===== config.mk =====
export PLATFORM = sky130hd
export DESIGN_NAME = led_matrix_spi_rx
export DESIGN_NICKNAME = d
export VERILOG_FILES = /design/src/rtl/led_matrix_spi_rx.sv
export SDC_FILE = /design/constraint.sdc
export NUM_CORES = 1
export LEC_CHECK = 0
export BUFFER_PORTS_ARGS = -buffer_cell sky130_fd_sc_hd__clkbuf_2
export CORE_ASPECT_RATIO = 0.9
export CORE_MARGIN = 10
export CORE_UTILIZATION = 46
export CTS_CLUSTER_DIAMETER = 80
export DETAILED_ROUTE_END_ITERATION = 12
export PLACE_DENSITY = 0.62
export SETUP_SLACK_MARGIN = 0.02
export SLEW_MARGIN = 40
export SYNTH_ARGS = -nofsm -noshare
export SYNTH_HDL_FRONTEND = slang
export SYNTH_SLANG_ARGS = --single-unit
export TNS_END_PERCENT = 5

===== constraint.sdc =====
create_clock -name i_clock -period 2.2 [get_ports i_clock]
set_clock_uncertainty 0.1 [all_clocks]
set_input_delay 0.33 -clock i_clock [delete_from_list [all_inputs] [get_ports i_clock]]
set_output_delay 0.33 -clock i_clock [all_outputs]
set_load 0.01 [all_outputs]

===== src/rtl/led_matrix_spi_rx.sv =====
// Receive-side SPI decoder for the 8x8 LED matrix link: oversamples sclk/mosi/n_cs,
// deserialises MSB-first bytes and turns them into pixel writes or frame-index resets.
//
// state   | meaning
// --------+------------------------------------------------------------
// ST_IDLE | not selected; sclk edges ignored, waiting for n_cs fall
// ST_RX   | selected; shifting bits, disposing the pending byte at n_cs rise
module led_matrix_spi_rx #(
    parameter int         PIXEL_COUNT           = 64,
    parameter int         SYNC_STAGES           = 2,
    parameter logic [7:0] CMD_RESET_FRAME_INDEX = 8'h26
) (
    input  logic       i_clock,
    input  logic       i_reset,
    input  logic       i_sclk,
    input  logic       i_mosi,
    input  logic       i_n_cs,
    output logic       o_rx_valid,
    output logic [7:0] o_rx_byte,
    output logic       o_pix_we,
    output logic [5:0] o_pix_addr,
    output logic [5:0] o_pix_data,
    output logic       o_cmd_reset,
    output logic       o_frame_done,
    output logic       o_framing_err
);

    typedef enum logic {ST_IDLE = 1'b0, ST_RX = 1'b1} state_t;

    localparam int         FLUSH_W  = $clog2(SYNC_STAGES + 2);
    localparam logic [5:0] LAST_IDX = 6'(PIXEL_COUNT - 1);

    logic [SYNC_STAGES-1:0] r_sclk_sync;
    logic [SYNC_STAGES-1:0] r_mosi_sync;
    logic [SYNC_STAGES-1:0] r_cs_sync;
    logic                   r_sclk_prev;
    logic                   r_cs_prev;
    logic [FLUSH_W-1:0]     r_flush_cnt;

    state_t     r_state;
    state_t     w_state_next;
    logic [2:0] r_bit_cnt;
    logic [1:0] r_byte_cnt;
    logic [6:0] r_shift;
    logic [7:0] r_pending;
    logic [5:0] r_frame_idx;

    logic       w_sclk;
    logic       w_mosi;
    logic       w_cs;
    logic       w_edges_ok;
    logic       w_sclk_rise;
    logic       w_cs_fall;
    logic       w_cs_rise;

    logic       w_arm;
    logic       w_close;
    logic       w_shift;
    logic       w_byte_done;
    logic       w_pend_valid;
    logic       w_is_cmd;
    logic       w_write;
    logic       w_framing;
    logic [7:0] w_new_byte;

    always_ff @(posedge i_clock) begin
        if (i_reset) begin
            r_sclk_sync <= '0;
            r_mosi_sync <= '0;
            r_cs_sync   <= '1;
            r_sclk_prev <= 1'b0;
            r_cs_prev   <= 1'b1;
        end else begin
            r_sclk_sync <= {r_sclk_sync[SYNC_STAGES-2:0], i_sclk};
            r_mosi_sync <= {r_mosi_sync[SYNC_STAGES-2:0], i_mosi};
            r_cs_sync   <= {r_cs_sync[SYNC_STAGES-2:0], i_n_cs};
            r_sclk_prev <= w_sclk;
            r_cs_prev   <= w_cs;
        end
    end

    // Edges are masked until the synchroniser has refilled from the pins after reset,
    // so a chip select held low across reset does not look like a fresh n_cs fall.
    always_ff @(posedge i_clock) begin
        if (i_reset) begin
            r_flush_cnt <= FLUSH_W'(SYNC_STAGES + 1);
        end else if (r_flush_cnt != '0) begin
            r_flush_cnt <= r_flush_cnt - 1'b1;
        end
    end

    assign w_sclk      = r_sclk_sync[SYNC_STAGES-1];
    assign w_mosi      = r_mosi_sync[SYNC_STAGES-1];
    assign w_cs        = r_cs_sync[SYNC_STAGES-1];
    assign w_edges_ok  = (r_flush_cnt == '0);
    assign w_sclk_rise = w_edges_ok & w_sclk & ~r_sclk_prev;
    assign w_cs_fall   = w_edges_ok & ~w_cs & r_cs_prev;
    assign w_cs_rise   = w_edges_ok & w_cs & ~r_cs_prev;

    always_ff @(posedge i_clock) begin
        if (i_reset) begin
            r_state <= ST_IDLE;
        end else begin
            r_state <= w_state_next;
        end
    end

    always_comb begin
        w_state_next = r_state;
        case (r_state)
            ST_IDLE: if (w_cs_fall) w_state_next = ST_RX;
            ST_RX:   if (w_cs_rise) w_state_next = ST_IDLE;
            default: w_state_next = ST_IDLE;
        endcase
    end

    // n_cs rise beats a coincident sclk rise; the pending byte is only valid once one byte landed.
    always_comb begin
        w_arm        = (r_state == ST_IDLE) & w_cs_fall;
        w_close      = (r_state == ST_RX) & w_cs_rise;
        w_shift      = (r_state == ST_RX) & w_sclk_rise & ~w_cs_rise;
        w_byte_done  = w_shift & (r_bit_cnt == 3'd7);
        w_new_byte   = {r_shift, w_mosi};
        w_pend_valid = (r_byte_cnt != 2'd0);
        w_is_cmd     = w_close & (r_byte_cnt == 2'd1) & (r_pending == CMD_RESET_FRAME_INDEX);
        w_write      = (w_byte_done | w_close) & w_pend_valid & ~w_is_cmd;
        w_framing    = w_close & (r_bit_cnt != 3'd0);
    end

    always_ff @(posedge i_clock) begin
        if (i_reset) begin
            r_bit_cnt     <= 3'd0;
            r_byte_cnt    <= 2'd0;
            r_shift       <= 7'd0;
            r_pending     <= 8'd0;
            r_frame_idx   <= 6'd0;
            o_rx_valid    <= 1'b0;
            o_rx_byte     <= 8'd0;
            o_pix_we      <= 1'b0;
            o_pix_addr    <= 6'd0;
            o_pix_data    <= 6'd0;
            o_cmd_reset   <= 1'b0;
            o_frame_done  <= 1'b0;
            o_framing_err <= 1'b0;
        end else begin
            o_rx_valid    <= 1'b0;
            o_pix_we      <= 1'b0;
            o_cmd_reset   <= 1'b0;
            o_frame_done  <= 1'b0;
            o_framing_err <= w_framing;

            if (w_arm) begin
                r_bit_cnt  <= 3'd0;
                r_byte_cnt <= 2'd0;
                r_shift    <= 7'd0;
                r_pending  <= 8'd0;
            end

            if (w_shift) begin
                r_shift   <= w_new_byte[6:0];
                r_bit_cnt <= r_bit_cnt + 3'd1;
            end

            if (w_byte_done) begin
                o_rx_valid <= 1'b1;
                o_rx_byte  <= w_new_byte;
                r_pending  <= w_new_byte;
                r_byte_cnt <= (r_byte_cnt == 2'd2) ? 2'd2 : r_byte_cnt + 2'd1;
            end

            if (w_close) begin
                r_bit_cnt  <= 3'd0;
                r_byte_cnt <= 2'd0;
            end

            if (w_write) begin
                o_pix_we     <= 1'b1;
                o_pix_addr   <= r_frame_idx;
                o_pix_data   <= r_pending[5:0];
                o_frame_done <= (r_frame_idx == LAST_IDX);
                r_frame_idx  <= (r_frame_idx == LAST_IDX) ? 6'd0 : r_frame_idx + 6'd1;
            end

            if (w_is_cmd) begin
                o_cmd_reset <= 1'b1;
                r_frame_idx <= 6'd0;
            end
        end
    end

endmodule


# After elaboration in Yosys (flattened, before gate mapping)
# Cells that the tools add are included.
# totals
regBits,62
input_bits,5
wordCells,78
# op_classes
n_addsub,4
n_eq_ne,5
muxes,16
bitwise_logic,24
reduce_logical,9
# ops
cell,count
$and 1x1->1,16
$mux 8,2
$mux 7,2
$eq 8x6->1 const B,1
$reduce_bool 2->1,4
$not 1->1,7
$add 6x1->6 const B,1
$eq 6x6->1 const B,1
$mux 2,3
$mux 3,2
$mux 6,1
$reduce_or 2->1,3
$mux 1,5
$add 3x1->3 const B,1
$eq 3x3->1 const B,1
$reduce_bool 3->1,1
$add 2x1->2 const B,1
$eq 2x1->1 const B,1
$eq 2x2->1 const B,1
$logic_not 2->1,1
$pmux 1 s2,1
$sub 2x1->2 const B,1
$or 1x1->1,1

# Longest topological paths before layout
# depth
ltp_word,11
mapped_depth,8
depth_no_buf,6

# Worst setup path before layout
# OpenSTA, ideal clock, no wires.
# synth_timing
kind,register to register
start,reg r_flush_cnt[0]
end,reg r_frame_idx[1]
setup_ps,72
t_arrival_ps,1787
required_time_ps,2028
path_slack_ps,241
stages_incl_launch_ff,9
n_path_buf,2
synth_period_minus_slack_ps,1959
path_cell_list,dfxtp_1 -> inv_1 -> ha_1 -> buf_2 -> and4b_1 -> a31oi_2 -> nor3_2 -> buf_6 -> mux2i_1
# synth_via
elab_chain_len,9
word_cells_on_any_way,17
cone_classes,bitwise: 15; reduce/logical: 2
# synth_rtl
element,line_no,rtl
"start, declared",38,logic [FLUSH_W-1:0] r_flush_cnt;
"start signal, assigned",86,r_flush_cnt <= FLUSH_W'(SYNC_STAGES + 1);
"start signal, assigned",88,r_flush_cnt <= r_flush_cnt - 1'b1;
$logic_not 2->1 (*),95,assign w_edges_ok = (r_flush_cnt == '0);
"$and 1x1->1, on equally long branches (2 in a row)","96, 98",
$and 1x1->1 / $not 1->1 (equally long branches),121,w_shift = (r_state == ST_RX) & w_sclk_rise & ~w_cs_rise;
$and 1x1->1,121,
$and 1x1->1,122,w_byte_done = w_shift & (r_bit_cnt == 3'd7);
$or 1x1->1,126,w_write = (w_byte_done | w_close) & w_pend_valid & ~w_is_cmd;
$and 1x1->1 (2 in a row),126,
"end signal, assigned",181,r_frame_idx <= (r_frame_idx == LAST_IDX) ? 6'd0 : r_frame_idx + 6'd1;
"end, declared",46,logic [5:0] r_frame_idx;
# Every way passes the cells marked *; elsewhere a longest branch is shown, timed or not.
# A chain may end at the register's enable or synchronous reset.

# Worst setup path in the final report
# layout_timing
start,reg r_flush_cnt[0]
end,reg r_frame_idx[3]
# Same word-level chain as after synthesis.

==> impl_metrics.tcl <==
set metrics [dict create \
    synthFlopType "dfxtp_1" \
    via_count 1991 \
    io_pins 30 \
    use_met2 0.166 \
    clkSinkCount 62 \
    place_hpwl_um 3680 \
    fp.dieW_um 98.0 \
    clk_pin_slew_ns 0.07 \
    root_buffer "clkbuf_8" \
    holdPathStages 2 \
    maxCapViolCount 0 \
    routed_via_density 5.12 \
    required_ns 2.33 \
    pwr-share-clk 0.415 \
    fmax_ghz 0.486 \
    p_int_mw 1.60 \
    drt-total-wl_um 4990 \
    htree_levels 3 \
    grt_setup_unrepaired "no" \
    die_height_um 90.2 \
    grt_pass1_vias 1904 \
    finalCriticalPeriod_ns 2.06 \
    diodes 0 \
    cts_tree "yes" \
    yosysTopAreaCell "dfxtp_1" \
    ys_seq_area_frac 0.492 \
    grt_use_met3 0.0635 \
    wl_per_cell_um 12.8 \
    synth_edf_count 0 \
    clk_path_buf_depth 2 \
    vdd_drop_max_mv 0.544 \
    power_switching_mw 0.482 \
    antenna_found_initial 0 \
    synth_seq_cells 62 \
    area.sequential_um2 1240 \
    grt_use_met1 0.152 \
    ff2ff_path_depth 6 \
    hold_viol 0 \
    status "finished clean" \
    synthCells 282 \
    syn_area_um2 2520 \
    p_seq_frac 0.550 \
    cts_buffers 9 \
    ys_warn_count 0 \
    synth_area_leaders "dfxtp_1 (49%), nand2_1 (9.1%), mux2i_1 (6.4%)" \
    grt_max_degree 25 \
    syn_nets 295 \
    critPathKind "register to register" \
    clock_latency_ns 0.34 \
    grt_overflow 0 \
    drcViolationCount 0 \
    critPathLaunchType "register" \
    grt-busiest-layer "met2" \
    hp-class "input port to register" \
    synthArstFlopShare 0 \
    leakage_nw 1.11 \
    slew_violations 0 \
    drtAntennaViolNets 0 \
    avgSynthCellArea_um2 8.94 \
    firstDrtPassIters 4 \
    crit_arrival_ns 2.19 \
    synthToLayoutAreaGrowth_pct 16.6 \
    gp_congestion 0.772 \
    die_area_um2 8850 \
    rows 25 \
    endpoint_kind "register" \
    hold_ws_ns 0.0772 \
    switching_share 0.232 \
    slew_headroom 0.751 \
    path_max_fanout 8 \
    core_um2 5290 \
    io_buffers 29 \
    drive_gt1_frac 0.202 \
    drt_iter0_markers 76 \
    tightest_slew_ns 0.368 \
    setup_tns_ns 0 \
    synth_top_area_frac 0.492 \
    multi_input_area_um2 1150 \
    start_util 0.477 \
    period_share 0.935 \
    grt_pass1_wl_um 8800 \
    ys_types 43 \
    power.density_nw_per_um2 707 \
    fin_nets 330 \
    gr-usage-all-layers 0.119 \
    setup_viol 0 \
    nFillCells 503 \
    pwr-share-comb 0.035 \
]
cell families after synthesis:
| logic type | synth area share |
|---|---|
| simple gates | 0.229 |
| flops | 0.492 |
| compound gates | 0.116 |
| buf+inv | 0.0516 |
| mux | 0.0680 |
| fa+ha+maj | 0.0397 |
| xor+xnor | 0.00347 |
cell type report:
| type | count | area share |
|---|---|---|
| clock buffer | 10 | 0.0468 |
| clock inverter | 6 | 0.0128 |
| inverter | 17 | 0.0217 |
| multi-input combinational | 188 | 0.392 |
| sequential | 62 | 0.422 |
| tap | 67 | 0.0285 |
| timing repair buffer | 39 | 0.0762 |
path summary, 6_finish.rpt:
path / from / slack (ns) / end
worst min-delay path: i_n_cs / 0.08 / r_cs_sync[0]
worst min register to register: r_cs_sync[0] / 0.31 / r_cs_sync[1]
worst max-delay path: r_flush_cnt[0] / 0.14 / r_frame_idx[3]
worst max register to register: r_flush_cnt[0] / 0.14 / r_frame_idx[3]
placed cells by master, fill, tap and decap left out, types with 9 or more instances in the layout:
cell type	n
dfxtp_1	62
nand2_1	61
a21oi_1	30
clkbuf_2	29
inv_1	16
mux2i_1	16
nor2_1	13
a211oi_1	10
clkbuf_8	10
buf_4	9
timing repair:
action | CTS | global route
gates resized for setup | 0 | 3
endpoints found under the setup margin | 0 | 17
hold endpoints to repair | 0 | 0
buffers inserted | 0 | 2
hold buffers | 0 | 0
layer usage:
metal  part of all wire  vias up
li1                   -     1023
met1               0.50      923
met2               0.43       43
met3              0.066        2
met4             0.0052        0
met5                  0        -
worst max-delay path: stages (launching register included):
cell,delay (ns)
dfxtp_1,0.32
inv_1,0.06
ha_1,0.29
and4b_2,0.36
a31oi_2,0.19
a2111oi_1,0.41
and3b_1,0.22
synthesized netlist by cell type (3+ instances only):
library cell	count
a21oi_1	30
nand2b_1	6
or2_2	3
nand3_1	3
nand2_1	61
inv_1	16
dfxtp_1	62
clkbuf_1	11
nor2_1	13
ha_1	8
nor2b_1	5
mux2i_1	16
a211oi_1	10
or3_1	3
state kept, by name (all words and copies together) (netlist names), 2 cells and up:
name,flops
o_rx_byte,8
r_bit_cnt,3
r_sclk_sync,2
r_mosi_sync,2
r_shift,7
r_cs_sync,2
o_pix_data,6
r_byte_cnt,2
r_frame_idx,6
r_pending,8
o_pix_addr,6
r_flush_cnt,2
metrics by stage:
stage               power, mW   util  cells  instance area, um^2  worst slack, ns
floorplan                1.22      -    282                 2520            0.241
global placement         1.24  0.519    371                 2740            0.168
detailed placement       1.24  0.519    371                 2740           0.0889
CTS                      2.11  0.552    387                 2920           0.0818
global route             2.17  0.556    389                 2940           0.0245
finish                   2.08  0.556    389                 2940            0.143
power by group through the flow:
| stage | clock network [mW] | registers [mW] | logic [mW] |
|---|---|---|---|
| 4_1_cts | 0.891 | 1.14 | 0.0739 |
| 3_5_place_dp | 0 | 1.17 | 0.0739 |
| 5_1_grt | 0.944 | 1.14 | 0.0828 |
| 2_1_floorplan | 0 | 1.17 | 0.0564 |
| 3_3_place_gp | 0 | 1.17 | 0.0715 |
| 6_report | 0.864 | 1.14 | 0.0720 |
No activity file was read; power rests on OpenSTA's default activity.
